**src/rtl/traffic_pkg.sv**
```systemverilog
// Shared definitions for the traffic-light protocol monitor:
// light encodings, error codes and the encoding legality check.
package traffic_pkg;

   typedef logic [2:0] light_t;

   localparam light_t RED = 3'b100;
   localparam light_t YEL = 3'b010;
   localparam light_t GRN = 3'b001;

   localparam int unsigned NUM_ERR    = 7;
   localparam int unsigned ERR_CODE_W = 3;

   localparam int unsigned ERR_ENC      = 0;
   localparam int unsigned ERR_CONFLICT = 1;
   localparam int unsigned ERR_SEQ      = 2;
   localparam int unsigned ERR_YEL      = 3;
   localparam int unsigned ERR_CLR      = 4;
   localparam int unsigned ERR_SPUR     = 5;
   localparam int unsigned ERR_STARVE   = 6;

   // True only for one of the three defined colours.
   function automatic logic is_legal(input light_t l);
      return (l == RED) || (l == YEL) || (l == GRN);
   endfunction

endpackage

```
**src/rtl/traffic_light_monitor_light_track.sv**
```systemverilog
// Per-road light tracker: remembers the previous colour, counts how long
// the current colour has been shown and decodes the colour transition.
// Ports:
//   clk, rst          clock, synchronous active-high reset
//   armed             high once the first post-reset sample is captured
//   light             current light value for this road
//   prev              light value sampled on the previous edge
//   dwell             cycles the previous colour has been shown (saturating)
//   g2y_c/y2r_c/r2g_c legal transition strobes (combinational)
//   illegal_change_c  colour changed along a non-legal edge (combinational)
//   illegal_c         current value is not a legal encoding (combinational)
module light_track
   import traffic_pkg::*;
#(
   parameter int unsigned DWELL_W = 16
) (
   input  logic               clk,
   input  logic               rst,
   input  logic               armed,
   input  logic [2:0]         light,
   output logic [2:0]         prev,
   output logic [DWELL_W-1:0] dwell,
   output logic               g2y_c,
   output logic               y2r_c,
   output logic               r2g_c,
   output logic               illegal_change_c,
   output logic               illegal_c
);

   logic changed;

   // Transition decode against the stored previous sample.
   always_comb begin
      changed          = (light != prev);
      g2y_c            = (prev == GRN) && (light == YEL);
      y2r_c            = (prev == YEL) && (light == RED);
      r2g_c            = (prev == RED) && (light == GRN);
      illegal_change_c = changed && !(g2y_c || y2r_c || r2g_c);
      illegal_c        = !is_legal(light);
   end

   // Previous-light capture and dwell counting; the arming cycle seeds
   // the dwell with the one cycle the captured colour has been seen.
   always_ff @(posedge clk) begin
      if (rst) begin
         prev  <= '0;
         dwell <= '0;
      end else begin
         prev <= light;
         if (!armed || changed) begin
            dwell <= DWELL_W'(1);
         end else if (dwell != '1) begin
            dwell <= dwell + 1'b1;
         end
      end
   end

endmodule

```
**src/rtl/traffic_light_monitor.sv**
```systemverilog
// Passive protocol checker for the traffic-light controller outputs.
// Flags encoding, conflict, sequencing, yellow dwell, all-red clearance,
// spurious farm grants and farm starvation; keeps grant/wait statistics.
// Ports:
//   clk, rst         clock, synchronous active-high reset
//   light_highway    highway light (RED/YEL/GRN one-hot)
//   light_farm       farm-road light
//   sensor           farm-road vehicle sensor
//   err_flags        sticky error bits, index = error code
//   err_pulse        one-cycle pulse when any error bit is newly set
//   first_err_valid  first error since reset has been recorded
//   first_err_code   code of that first error (lowest index on ties)
//   farm_grants      saturating count of farm RED->GRN transitions
//   max_wait         longest sensor-high-while-farm-red interval
module traffic_light_monitor
   import traffic_pkg::*;
#(
   parameter int unsigned YEL_CYC  = 3,
   parameter int unsigned CLR_CYC  = 2,
   parameter int unsigned WAIT_MAX = 64,
   parameter int unsigned CNT_W    = 16
) (
   input  logic                  clk,
   input  logic                  rst,
   input  logic [2:0]            light_highway,
   input  logic [2:0]            light_farm,
   input  logic                  sensor,
   output logic [NUM_ERR-1:0]    err_flags,
   output logic                  err_pulse,
   output logic                  first_err_valid,
   output logic [ERR_CODE_W-1:0] first_err_code,
   output logic [CNT_W-1:0]      farm_grants,
   output logic [CNT_W-1:0]      max_wait
);

   logic                  armed;
   logic [CNT_W-1:0]      allred_cnt;
   logic [CNT_W-1:0]      wait_cnt;
   logic                  req_pending;

   logic [2:0]            hw_prev, fm_prev;
   logic [CNT_W-1:0]      hw_dwell, fm_dwell;
   logic                  hw_g2y, hw_y2r, hw_r2g, hw_bad_chg, hw_ill;
   logic                  fm_g2y, fm_y2r, fm_r2g, fm_bad_chg, fm_ill;

   logic                  hw_seq_c, fm_seq_c;
   logic                  hw_yel_exit_c, fm_yel_exit_c;
   logic                  farm_waiting_c;
   logic [NUM_ERR-1:0]    err_now_c;
   logic [ERR_CODE_W-1:0] err_code_c;

   light_track #(.DWELL_W(CNT_W)) u_highway (
      .clk              (clk),
      .rst              (rst),
      .armed            (armed),
      .light            (light_highway),
      .prev             (hw_prev),
      .dwell            (hw_dwell),
      .g2y_c            (hw_g2y),
      .y2r_c            (hw_y2r),
      .r2g_c            (hw_r2g),
      .illegal_change_c (hw_bad_chg),
      .illegal_c        (hw_ill)
   );

   light_track #(.DWELL_W(CNT_W)) u_farm (
      .clk              (clk),
      .rst              (rst),
      .armed            (armed),
      .light            (light_farm),
      .prev             (fm_prev),
      .dwell            (fm_dwell),
      .g2y_c            (fm_g2y),
      .y2r_c            (fm_y2r),
      .r2g_c            (fm_r2g),
      .illegal_change_c (fm_bad_chg),
      .illegal_c        (fm_ill)
   );

   // Error detection; an illegal current encoding masks the per-road
   // sequencing, dwell and clearance checks for that road.
   always_comb begin
      hw_seq_c       = (light_highway != hw_prev) && !(hw_g2y || hw_y2r || hw_r2g);
      fm_seq_c       = (light_farm != fm_prev) && !(fm_g2y || fm_y2r || fm_r2g);
      hw_yel_exit_c  = hw_y2r || (hw_bad_chg && (hw_prev == YEL));
      fm_yel_exit_c  = fm_y2r || (fm_bad_chg && (fm_prev == YEL));
      farm_waiting_c = sensor && (light_farm == RED);
      err_now_c      = '0;
      if (armed) begin
         err_now_c[ERR_ENC]      = hw_ill || fm_ill;
         err_now_c[ERR_CONFLICT] = (light_highway != RED) && (light_farm != RED);
         err_now_c[ERR_SEQ]      = (!hw_ill && hw_seq_c) || (!fm_ill && fm_seq_c);
         err_now_c[ERR_YEL]      = (!hw_ill && hw_yel_exit_c && (hw_dwell != CNT_W'(YEL_CYC))) ||
                                   (!fm_ill && fm_yel_exit_c && (fm_dwell != CNT_W'(YEL_CYC)));
         err_now_c[ERR_CLR]      = (hw_r2g || fm_r2g) && (allred_cnt < CNT_W'(CLR_CYC));
         err_now_c[ERR_SPUR]     = fm_r2g && !req_pending;
         err_now_c[ERR_STARVE]   = (wait_cnt == CNT_W'(WAIT_MAX));
      end
   end

   // Lowest-index active error wins the first-error code.
   always_comb begin
      err_code_c = '0;
      for (int i = int'(NUM_ERR) - 1; i >= 0; i--) begin
         if (err_now_c[i]) begin
            err_code_c = ERR_CODE_W'(i);
         end
      end
   end

   // Error register, statistics and protocol-tracking state.
   always_ff @(posedge clk) begin
      if (rst) begin
         armed           <= 1'b0;
         allred_cnt      <= '0;
         wait_cnt        <= '0;
         req_pending     <= 1'b0;
         err_flags       <= '0;
         err_pulse       <= 1'b0;
         first_err_valid <= 1'b0;
         first_err_code  <= '0;
         farm_grants     <= '0;
         max_wait        <= '0;
      end else if (!armed) begin
         armed     <= 1'b1;
         err_pulse <= 1'b0;
      end else begin
         err_flags <= err_flags | err_now_c;
         err_pulse <= |(err_now_c & ~err_flags);
         if (!first_err_valid && (|err_now_c)) begin
            first_err_valid <= 1'b1;
            first_err_code  <= err_code_c;
         end

         if ((light_highway == RED) && (light_farm == RED)) begin
            if (allred_cnt != '1) allred_cnt <= allred_cnt + 1'b1;
         end else begin
            allred_cnt <= '0;
         end

         // A grant consumes the pending request; a one-cycle sensor pulse suffices.
         if (fm_r2g) begin
            req_pending <= 1'b0;
         end else if (farm_waiting_c) begin
            req_pending <= 1'b1;
         end

         // Wait interval is folded into max_wait when it ends.
         if (farm_waiting_c) begin
            if (wait_cnt != '1) wait_cnt <= wait_cnt + 1'b1;
         end else begin
            wait_cnt <= '0;
            if (wait_cnt > max_wait) max_wait <= wait_cnt;
         end

         if (fm_r2g && (farm_grants != '1)) begin
            farm_grants <= farm_grants + 1'b1;
         end
      end
   end

endmodule

```
**config.mk**
```make
export PLATFORM = sky130hd
export DESIGN_NAME = traffic_light_monitor
export DESIGN_NICKNAME = d
export VERILOG_FILES = /design/src/rtl/traffic_pkg.sv /design/src/rtl/traffic_light_monitor_light_track.sv /design/src/rtl/traffic_light_monitor.sv
export SDC_FILE = /design/constraint.sdc
export NUM_CORES = 1
export LEC_CHECK = 0
export BUFFER_PORTS_ARGS = -buffer_cell sky130_fd_sc_hd__buf_2
export CORE_AREA = 2 2 176 126
export CTS_CLUSTER_SIZE = 25
export DETAILED_ROUTE_END_ITERATION = 16
export DIE_AREA = 0 0 178 128
export SLEW_MARGIN = 20
export SYNTH_ARGS = -nofsm -noshare
export SYNTH_HDL_FRONTEND = slang
export SYNTH_HIERARCHICAL = 1
export SYNTH_SLANG_ARGS = --single-unit
```
**constraint.sdc**
```tcl
create_clock -name clk -period 2.85 [get_ports clk]
set_clock_uncertainty 0.05 [all_clocks]
set_input_delay 0.57 -clock clk [delete_from_list [all_inputs] [get_ports clk]]
set_output_delay 0.57 -clock clk [all_outputs]
set_load 0.02 [all_outputs]
```
# Yosys cells after proc, flatten, opt, wreduce, memory -nomap -nowiden
# Cells that the tools add are included.
op_classes:
  n_eq_ne: 26
  reduce_logical: 60
  n_mux: 19
  n_addsub: 5
  bitwise: 5
  order_cmp: 2
ops:
  columns: ["cell", "n"]
  rows:
  - ["$add A16 B1 Y16 const B", 5]
  - ["$ne A16 B16 Y1 const B", 5]
  - ["$mux W16", 4]
  - ["$ne A16 B2 Y1 const B", 2]
  - ["$logic_and A1 B1 Y1", 23]
  - ["$mux W3", 7]
  - ["$eq A16 B7 Y1 const B", 1]
  - ["$gt A16 B16 Y1", 1]
  - ["$logic_or A1 B1 Y1", 16]
  - ["$lt A16 B2 Y1 const B", 1]
  - ["$reduce_or A7 Y1", 2]
  - ["$eq A3 B1 Y1 const B", 4]
  - ["$eq A3 B2 Y1 const B", 4]
  - ["$eq A3 B3 Y1 const B", 4]
  - ["$reduce_and A2 Y1", 5]
  - ["$and A7 B7 Y7", 1]
  - ["$logic_not A1 Y1", 7]
  - ["$mux W1", 7]
  - ["$mux W7", 1]
  - ["$not A7 Y7", 1]
  - ["$or A7 B7 Y7", 1]
  - ["$ne A3 B3 Y1", 2]
  - ["$ne A3 B3 Y1 const B", 2]
  - ["$reduce_bool A2 Y1", 3]
  - ["4 further kinds", 8]
word_totals:
  out_inout_bits: 44
  input_bits: 9
  elab_cells: 133
  reg_bits: 116

# Depth between registers and ports, before layout
# Gate-level depths: netlist of the first run.
logic_depth:
  word_depth: 19
  ltp_mapped: 10
  mapped_depth_nobuf: 9

# Cells and area by module
# The synthesis of the first run kept the hierarchy.
by_module_without_submodules:
  columns: ["mod", "n_inst", "cells_each", "seq_area_each_um2", "area_each_um2"]
  rows:
  - ["traffic_light_monitor", 1, 504, 1561.5, 4259.1]
  - ["light_track", 2, 114, 380.4, 1003.5]

# Worst setup path before layout of the first run
# Ideal clock, no wire load.
synth_path:
  path_type: "input to register"
  startpoint: "in light_highway[2]"
  endpoint: "reg first_err_code[1]"
  required_time_ns: 2.699
  path_buffers: 1
  setup_ns: 0.101
  path_stages: 9
  setup_slack_ns: 0.177
  arrival_time_ns: 2.522
  path_cell_list: "clkbuf_1 > nor4_1 > and3_1 > nor4_1 > nor4bb_1 > nor2_1 > o32ai_2 > and4bb_1 > o41ai_1"
synth_via:
  elab_cells_between_ends: 35
  cone_classes: "eq/ne (5); mux (6); reduce/logical (24)"
synth_rtl:
  columns: ["item", "line", "text"]
  rows:
  - ["start: declaration", "traffic_light_monitor.sv:25", "input logic [2:0] light_highway,"]
  - ["$eq A3 B1 Y1 *", "traffic_light_monitor_light_track.sv:37", "r2g_c = (prev == RED) && (light == GRN);"]
  - ["$logic_and A1 B1 Y1 *", "traffic_light_monitor_light_track.sv:37", null]
  - ["net hw_r2g", "traffic_light_monitor.sv:43", "logic hw_g2y, hw_y2r, hw_r2g, hw_bad_chg, hw_ill;"]
  - ["$logic_or A1 B1 Y1 *", "traffic_light_monitor_light_track.sv:38", "illegal_change_c = changed && !(g2y_c || y2r_c || r2g_c);"]
  - ["$logic_not A1 Y1 *", "traffic_light_monitor_light_track.sv:38", null]
  - ["$logic_and A1 B1 Y1 *", "traffic_light_monitor_light_track.sv:38", null]
  - ["net hw_bad_chg", "traffic_light_monitor.sv:43", null]
  - ["$logic_and A1 B1 Y1", "traffic_light_monitor.sv:85", "hw_yel_exit_c = hw_y2r || (hw_bad_chg && (hw_prev == YEL));"]
  - ["$logic_or A1 B1 Y1", "traffic_light_monitor.sv:85", null]
  - ["$logic_and A1 B1 Y1 (2 in series)", "traffic_light_monitor.sv:93", "err_now_c[ERR_YEL] = (!hw_ill && hw_yel_exit_c && (hw_dwell != CNT_W'(YEL_CYC))) ||"]
  - ["$logic_or A1 B1 Y1", "traffic_light_monitor.sv:93", null]
  - ["$mux W7 *", "traffic_light_monitor.sv:89", "if (armed) begin"]
  - ["$mux W3 (4 in series)", "traffic_light_monitor.sv:105", "if (err_now_c[i]) begin"]
  - ["end signal: assignment", "traffic_light_monitor.sv:132", "first_err_code <= err_code_c;"]
  - ["end: declaration", "traffic_light_monitor.sv:31", "output logic [ERR_CODE_W-1:0] first_err_code,"]
# Mark *: on every way through the listed nets, which the timed path passes. The rest lies on a longest branch.
# A chain may end at the register's enable or synchronous reset.

# Worst setup path in the final report of the first run
layout_path:
  startpoint: "reg u_highway.prev[2]"
  endpoint: "reg first_err_code[1]"
layout_via:
  elab_chain_cells: 16
  elab_cells_between_ends: 29
  cone_classes: "eq/ne (4); mux (6); reduce/logical (19)"
layout_rtl:
  columns: ["item", "line", "text"]
  rows:
  - ["start: declaration", "traffic_light_monitor_light_track.sv:21", "output logic [2:0] prev,"]
  - ["start signal: assignment", "traffic_light_monitor_light_track.sv:49", "prev <= light;"]
  - ["$eq A3 B1 Y1 *", "traffic_light_monitor_light_track.sv:35", "g2y_c = (prev == GRN) && (light == YEL);"]
  - ["$logic_and A1 B1 Y1 *", "traffic_light_monitor_light_track.sv:35", null]
  - ["net hw_g2y", "traffic_light_monitor.sv:43", null]
  - ["$logic_or A1 B1 Y1 * (2 in series)", "traffic_light_monitor_light_track.sv:38", null]
  - ["$logic_not A1 Y1 *", "traffic_light_monitor_light_track.sv:38", null]
  - ["$logic_and A1 B1 Y1 *", "traffic_light_monitor_light_track.sv:38", null]
  - ["net hw_bad_chg", "traffic_light_monitor.sv:43", null]
  - ["$logic_and A1 B1 Y1", "traffic_light_monitor.sv:85", null]
  - ["$logic_or A1 B1 Y1", "traffic_light_monitor.sv:85", null]
  - ["$logic_and A1 B1 Y1 (2 in series)", "traffic_light_monitor.sv:93", null]
  - ["$logic_or A1 B1 Y1", "traffic_light_monitor.sv:93", null]
  - ["$mux W7 *", "traffic_light_monitor.sv:89", null]
  - ["$mux W3 (4 in series)", "traffic_light_monitor.sv:105", null]
# Marks and branches as above.

==> results_dict.tcl, run 1 <==
set metrics [dict create \
    final_layout_size_suffix_gt1_frac 0.1638 \
    synthCells 732 \
    wl_per_cell_um 14.20 \
    fin_cells 1094 \
    floorplan.initialDensity 0.2952 \
    period_needed_ns 2.372 \
    rows 45 \
    utilization 0.3543 \
    io_buffers 52 \
    slowest_delay_ns 0.46 \
    clock-sinks 116 \
    cp_max_fo 6 \
    ant_nets 0 \
    yosysSeqAreaShare 0.3706 \
    syn-num-nets 763 \
    nFillCells 2173 \
    holdWs_ns 0.4196 \
    final_area_um2 7520 \
    antenna_found_initial 1 \
    post-route-period-util 0.8321 \
    fin_tns_setup_ns 0 \
    slew_headroom 0.4651 \
    nNetsFinal 830 \
    status "finished clean" \
    viasPerCell 5.000 \
    synth_cell_types 70 \
    ctsHoldBuffers 0 \
    drcViolationCount 0 \
    drt_iter0_markers 299 \
    grt_pass1_vias 4908 \
    rsz0062_at_grt "false" \
    async_flop_share 0 \
    path_clk_slew_ns 0.05 \
    place.gp.congestion 0.8154 \
    synth_compound_area_frac 0.1354 \
    hold_viol_final 0 \
    cp_cell_sequence "nor4_1 -> and3_1 -> nor4_1 -> nor4bb_1 -> nor2_1 -> o32ai_2 -> and4bb_1 -> o41ai_1" \
    die_h_um 128 \
    placed_area_um2 6893 \
    synth_xor_area_frac 0.06569 \
    clockRootBuffer "clkbuf_16" \
    hpwl_um 11220 \
    area_delta_synth_final_pct 20.01 \
    worstPathArrival_ns 2.63 \
    synthTopCellsByArea "dfxtp_1 (37%), ha_1 (4.4%), nand2_1 (4.3%)" \
    grt_max_degree 31 \
    slew_viol_final 0 \
    htree_levels 4 \
    fmax_mhz 421.7 \
    path_delay_family "simple AND/OR/NAND/NOR gates" \
    crit_type "reg2reg" \
    grt_overflow_total 0 \
    setup_violations 0 \
    cp-end-kind "flop" \
    core_area_um2 21230 \
    ir_drop_v 0.0003290 \
    place_inst 1062 \
    leakage_nw 2.703 \
    min_path_type "reg2reg" \
    ys_ff_latch 116 \
    grt_pass1_wl_um 25630 \
    syn_area_um2 6266 \
    vias 5470 \
    crit_slowest_cell "dfxtp_1" \
    cp-start-kind "flop" \
    required_ns 3.11 \
    synthTopCellsByCount "dfxtp_1 (116), nand2_1 (72), nor2_1 (72)" \
    power_density_nw_per_um2 549.9 \
    ctsResizeCount 0 \
    cts_setup_buffers 0 \
    clock_latency_ns 0.41 \
    yosys.area_share.adder 0.04393 \
    crit_path_frequent_cell "nor4_1" \
    synth_area_leader_cell "dfxtp_1" \
    synth_edf_count 0 \
    dr.pass1.iters 4 \
    clk_path_buf_depth 2 \
    yosysWarningCount 6 \
    ys.flop_type "dfxtp_1" \
    routed_wl_um 15540 \
    diodes 0 \
    worst_slew_pin_slew_ns 0.7963 \
    synthMuxAreaShare 0.03534 \
    ioPinCount 53 \
    worst-path-buf-inv 0 \
    design.die.area_um2 22780 \
    netlist.area_leader.share 0.3706 \
    syn_avg_cell_area_um2 8.560 \
    chipWidth_um 178 \
    synth_top_family_by_area "simple AND/OR/NAND/NOR gates" \
    yosysMostFrequentCell "dfxtp_1" \
    cts_tree "yes" \
    max_cap_violations 0 \
    track_usage 0.1410 \
    synth_simple_gate_area_frac 0.3075 \
    cts_made_buffers 17 \
]
[worst paths after layout]
kind	slack, ns	start	end	cells after the start
max	0.48	u_highway/prev[2]$_SDFF_PP0_	first_err_code[1]$_SDFFE_PP0P_	8
min	0.42	max_wait[3]$_SDFFE_PP0P_	max_wait[3]$_SDFFE_PP0P_	2
max reg2reg	0.48	u_highway/prev[2]$_SDFF_PP0_	first_err_code[1]$_SDFFE_PP0P_	8
min reg2reg	0.42	max_wait[3]$_SDFFE_PP0P_	max_wait[3]$_SDFFE_PP0P_	2
[cell usage in the layout, fill, tap and decap left out, types with 4 or more instances in the layout]
cell type	instances
a211oi_1	6
xnor2_1	25
nand3_1	33
nor2_1	72
nand2_1	72
nor4_1	31
inv_1	37
and3_1	11
a21oi_1	39
bufinv_16	4
or3_1	24
dfxtp_1	116
clkinv_2	5
clkbuf_16	17
ha_1	22
nor4bb_1	5
a31oi_1	6
o21ai_0	32
mux2i_1	21
o211ai_1	4
nor3_1	21
nor2b_1	7
o21a_1	4
buf_4	18
xor2_1	22
buf_2	52
and4_1	13
nand4_1	15
[sequential cells by signal, indices dropped and copies added (netlist names)]
register and flops:
allred_cnt 16, armed 1, err_flags 7, err_pulse 1, farm_grants 16, first_err_code 3, first_err_valid 1, max_wait 16
req_pending 1, u_farm/dwell 16, u_farm/prev 3, u_highway/dwell 16, u_highway/prev 3, wait_cnt 16
[power breakdown]
group	switching, W	leakage (nW)	internal, W
Sequential	0.0000246	0.939	0.00164
Clock	0.000744	0.310	0.00152
Combinational	0.000123	1.45	0.0000783
[worst register-to-register path: stages (launching register included)]
cell      delay (ns)
dfxtp_1         0.46
nor4_1          0.09
and3_1          0.20
nor4_1          0.25
nor4bb_1        0.31
nor2_1          0.09
o32ai_2         0.22
and4bb_1        0.29
o41ai_1         0.33
[layout make-up]
cell class / instances / area [µm²] / area share
multi-input combinational: 557 / 3684 / 0.4899
sequential: 116 / 2322 / 0.3088
clock buffer: 22 / 474.2 / 0.06306
timing repair buffer: 70 / 395.4 / 0.05258
tap: 282 / 352.8 / 0.04692
clock inverter: 10 / 152.6 / 0.02030
inverter: 37 / 138.9 / 0.01847
[cells by family (layout without fill, tap and decap cells)]
kind of cell	count (synthesis)	after routing
muxes	22	22
xor gates and xnor gates	47	47
adders and majority gates	22	22
AOI/OAI and AO/OA	125	125
DFF	116	116
and+or+nand+nor	341	341
buffers and inverters	59	139
[metrics by stage]
| stage | power (W) | worst slack (ns) |
|---|---|---|
| global route | 0.004287 | 0.2125 |
| detailed placement | 0.001902 | 0.1905 |
| CTS | 0.004183 | 0.4594 |
| global placement | 0.001900 | 0.1743 |
| finish | 0.004135 | 0.4784 |
| floorplan | 0.001830 | 0.1774 |
[per-layer routing]
metal	track usage	share of wire	up-vias	wire length (µm)
met5	0	0.00084	-	13
met4	0.05159	0.014	2	221
met3	0.03381	0.032	17	502
met2	0.1974	0.41	72	6365
met1	0.2072	0.54	2567	8436
li1	-	-	2812	-
Power figures use the tool's default switching activity.
==> run 2: changes to the inputs <==
- ABC_AREA: not set -> 1
- CORE_AREA: 2 2 176 126 -> 2 2 184 132
- DIE_AREA: 0 0 178 128 -> 0 0 186 134
- clock period: 2.85 -> 2.3 ns (I/O delays scaled with it)
==> results_dict.tcl, run 2 <==
set metrics [dict create \
    yosysMostFrequentCell "nand2_1" \
    vias 6677 \
    worstPathArrival_ns 2.32 \
    synthTopCellsByArea "dfxtp_1 (34%), nand2_1 (12%), inv_1 (8.4%)" \
    io_buffers 52 \
    diodes 0 \
    die_h_um 134 \
    grt_pass1_wl_um 30080 \
    worstRegToRegCells 17 \
    clock_latency_ns 0.41 \
    drcViolationCount 0 \
    place.gp.congestion 0.8763 \
    grt_overflow_total 0 \
    synth_edf_count 0 \
    clockRootBuffer "clkbuf_16" \
    cp-start-kind "flop" \
    chipWidth_um 186 \
    crit_path_frequent_cell "nand2_1" \
    hold_viol_final 0 \
    yosysSeqAreaShare 0.3405 \
    antenna_found_initial 0 \
    min_path_type "in2reg" \
    min_path_cells 3 \
    syn-num-nets 1069 \
    grt-busiest-layer "met1" \
    fin_cells 1462 \
    synth_cell_types 41 \
    leakage_nw 3.595 \
    path_clk_slew_ns 0.06 \
    cp-end-kind "flop" \
    setup_violations 0 \
    grt_max_degree 23 \
    seq_area_um2 2330 \
    final_layout_size_suffix_gt1_frac 0.1477 \
    rsz0062_at_grt "false" \
    utilization 0.3567 \
    hpwl_um 13860 \
    cts_made_buffers 17 \
    grtUsageMet1 0.2280 \
    power_density_nw_per_um2 654.3 \
    slowest_delay_ns 0.35 \
    dr.pass1.iters 7 \
    slew_viol_final 0 \
    rows 47 \
    layout_common_cells "nand2_1 (226), inv_1 (152), nor2_1 (150)" \
    multiInputGateArea_um2 3792 \
    core_area_um2 23230 \
    yosysWarningCount 6 \
    worst_slew_pin_slew_ns 0.6752 \
    viasPerCell 4.567 \
    nNetsFinal 1163 \
    cts_tree "yes" \
    period_needed_ns 2.027 \
    ys.flop_type "dfxtp_1" \
    final_area_um2 8285 \
    netlist.area_leader.share 0.3405 \
    routed_wl_um 18040 \
    placed_area_um2 7679 \
    ir_drop_v 0.0005426 \
    met3_usage 0.04073 \
    slew_headroom 0.5493 \
    wl_per_cell_um 12.34 \
    post-route-period-util 0.8811 \
    required_ns 2.60 \
    synthTopCellsByCount "nand2_1 (226), inv_1 (152), nor2_1 (150)" \
    place_inst 1431 \
    max_cap_violations 0 \
    design.die.area_um2 24920 \
    layout_commonest_cell "nand2_1" \
    ioPinCount 53 \
    clk_path_buf_depth 2 \
    status "finished clean" \
    grt.met2_usage 0.2117 \
    clock-sinks 116 \
    crit_slowest_cell "dfxtp_2" \
    grt_pass1_vias 6094 \
    area_delta_synth_final_pct 21.48 \
    cp_cell_sequence "xnor2_1 -> nand3_1 -> nand3_1 -> nor2_1 -> nand2_1 -> inv_1 -> nand2_1 -> a21oi_1 -> nand2_1 -> nand2_1 -> nand2_1 -> nand3_1 -> nand2_1 -> nand2_1 -> nand2_1 -> inv_1 -> nor2_1" \
    track_usage 0.1512 \
    async_flop_share 0 \
    fmax_mhz 493.5 \
    synthCells 1038 \
    crit_type "reg2reg" \
    syn_avg_cell_area_um2 6.571 \
    floorplan.initialDensity 0.2936 \
    syn_area_um2 6820 \
    synth_area_leader_cell "dfxtp_1" \
    ant_nets 0 \
    nFillCells 2471 \
    ys_ff_latch 116 \
    cp_max_fo 6 \
    drt_iter0_markers 427 \
    htree_levels 4 \
]
[run 2: cell count changes after synthesis, sizes merged, moves of 33 or more]
cell,before,now
nand2,72,232
inv,37,156
nor2,72,165
nand3,36,91
a21oi,40,89
nor4,36,3
[run 2: critical path: cells and delay by family, from the launching register on]
kind                   cells  cell delay (ns)
XOR/XNOR                   1             0.21
AO/OA/AOI/OAI              1             0.06
flip-flops                 1             0.35
AND/OR/NAND/NOR           13             1.21
buffers and inverters      2             0.07
[run 2: cells by family (layout without fill, tap and decap cells)]
family | after synthesis | after routing | synth area share
buffers and inverters | 176 | 282 | 0.1035
AND/OR/NAND/NOR | 560 | 560 | 0.3755
XOR/XNOR | 24 | 24 | 0.03082
adder cells (fa/ha/maj) | 22 | 22 | 0.04036
flip-flops | 116 | 116 | 0.3405
AO/OA/AOI/OAI | 140 | 140 | 0.1093
[run 2: what timing repair did]
action                                  4_1_cts  5_1_grt
setup buffers                                 0        0
hold buffers                                  0        0
endpoints found under the setup margin        0        2
resized for setup                             0        6
[run 2: layout make-up]
type,count,area share
clock buffer,20,0.05633
inverter,160,0.07400
timing repair buffer,91,0.06675
multi-input combinational,746,0.4577
tap,318,0.04802
sequential,116,0.2812
clock inverter,11,0.01601
[run 2: path summary, 6_finish.rpt]
kind	startpoint	to	slack [ns]
worst max-delay path	u_highway/prev[0]$_SDFF_PP0_	first_err_code[0]$_SDFFE_PP0P_	0.27
worst min-delay path	light_farm[0]	u_farm/prev[0]$_SDFF_PP0_	0.27
worst max register to register	u_highway/prev[0]$_SDFF_PP0_	first_err_code[0]$_SDFFE_PP0P_	0.27
worst min register to register	max_wait[15]$_SDFFE_PP0P_	max_wait[15]$_SDFFE_PP0P_	0.43
[run 2: power breakdown]
| part | leakage, nW | total, W | switching, W | internal, W |
|---|---|---|---|---|
| clock | 0.301 | 0.00272 | 0.000954 | 0.00177 |
| sequential | 0.941 | 0.00209 | 0.0000386 | 0.00205 |
| combinational | 2.35 | 0.000609 | 0.000392 | 0.000217 |
| total | 3.59 | 0.00542 | 0.00138 | 0.00404 |
[run 2: routing by layer]
layer  wire [µm]  vias up
met5           0        -
met1        9911     2996
met3         874        8
met2        7154      122
li1            -     3551
met4         100        0
[run 2: per-stage QoR]
stage / power (W) / setup slack, ns / TNS (ns) / hold WS, ns
2_1_floorplan: 0.002513 / 0.3481 / 0 / 0.4057
4_1_cts: 0.005497 / 0.2282 / 0 / 0.2537
6_report: 0.005421 / 0.2735 / 0 / 0.2749
5_1_grt: 0.005678 / 0.02927 / 0 / 0.2486
3_5_place_dp: 0.002741 / -0.06696 / -0.1459 / 0.4168
3_3_place_gp: 0.002735 / -0.0008327 / -0.0008327 / 0.4145
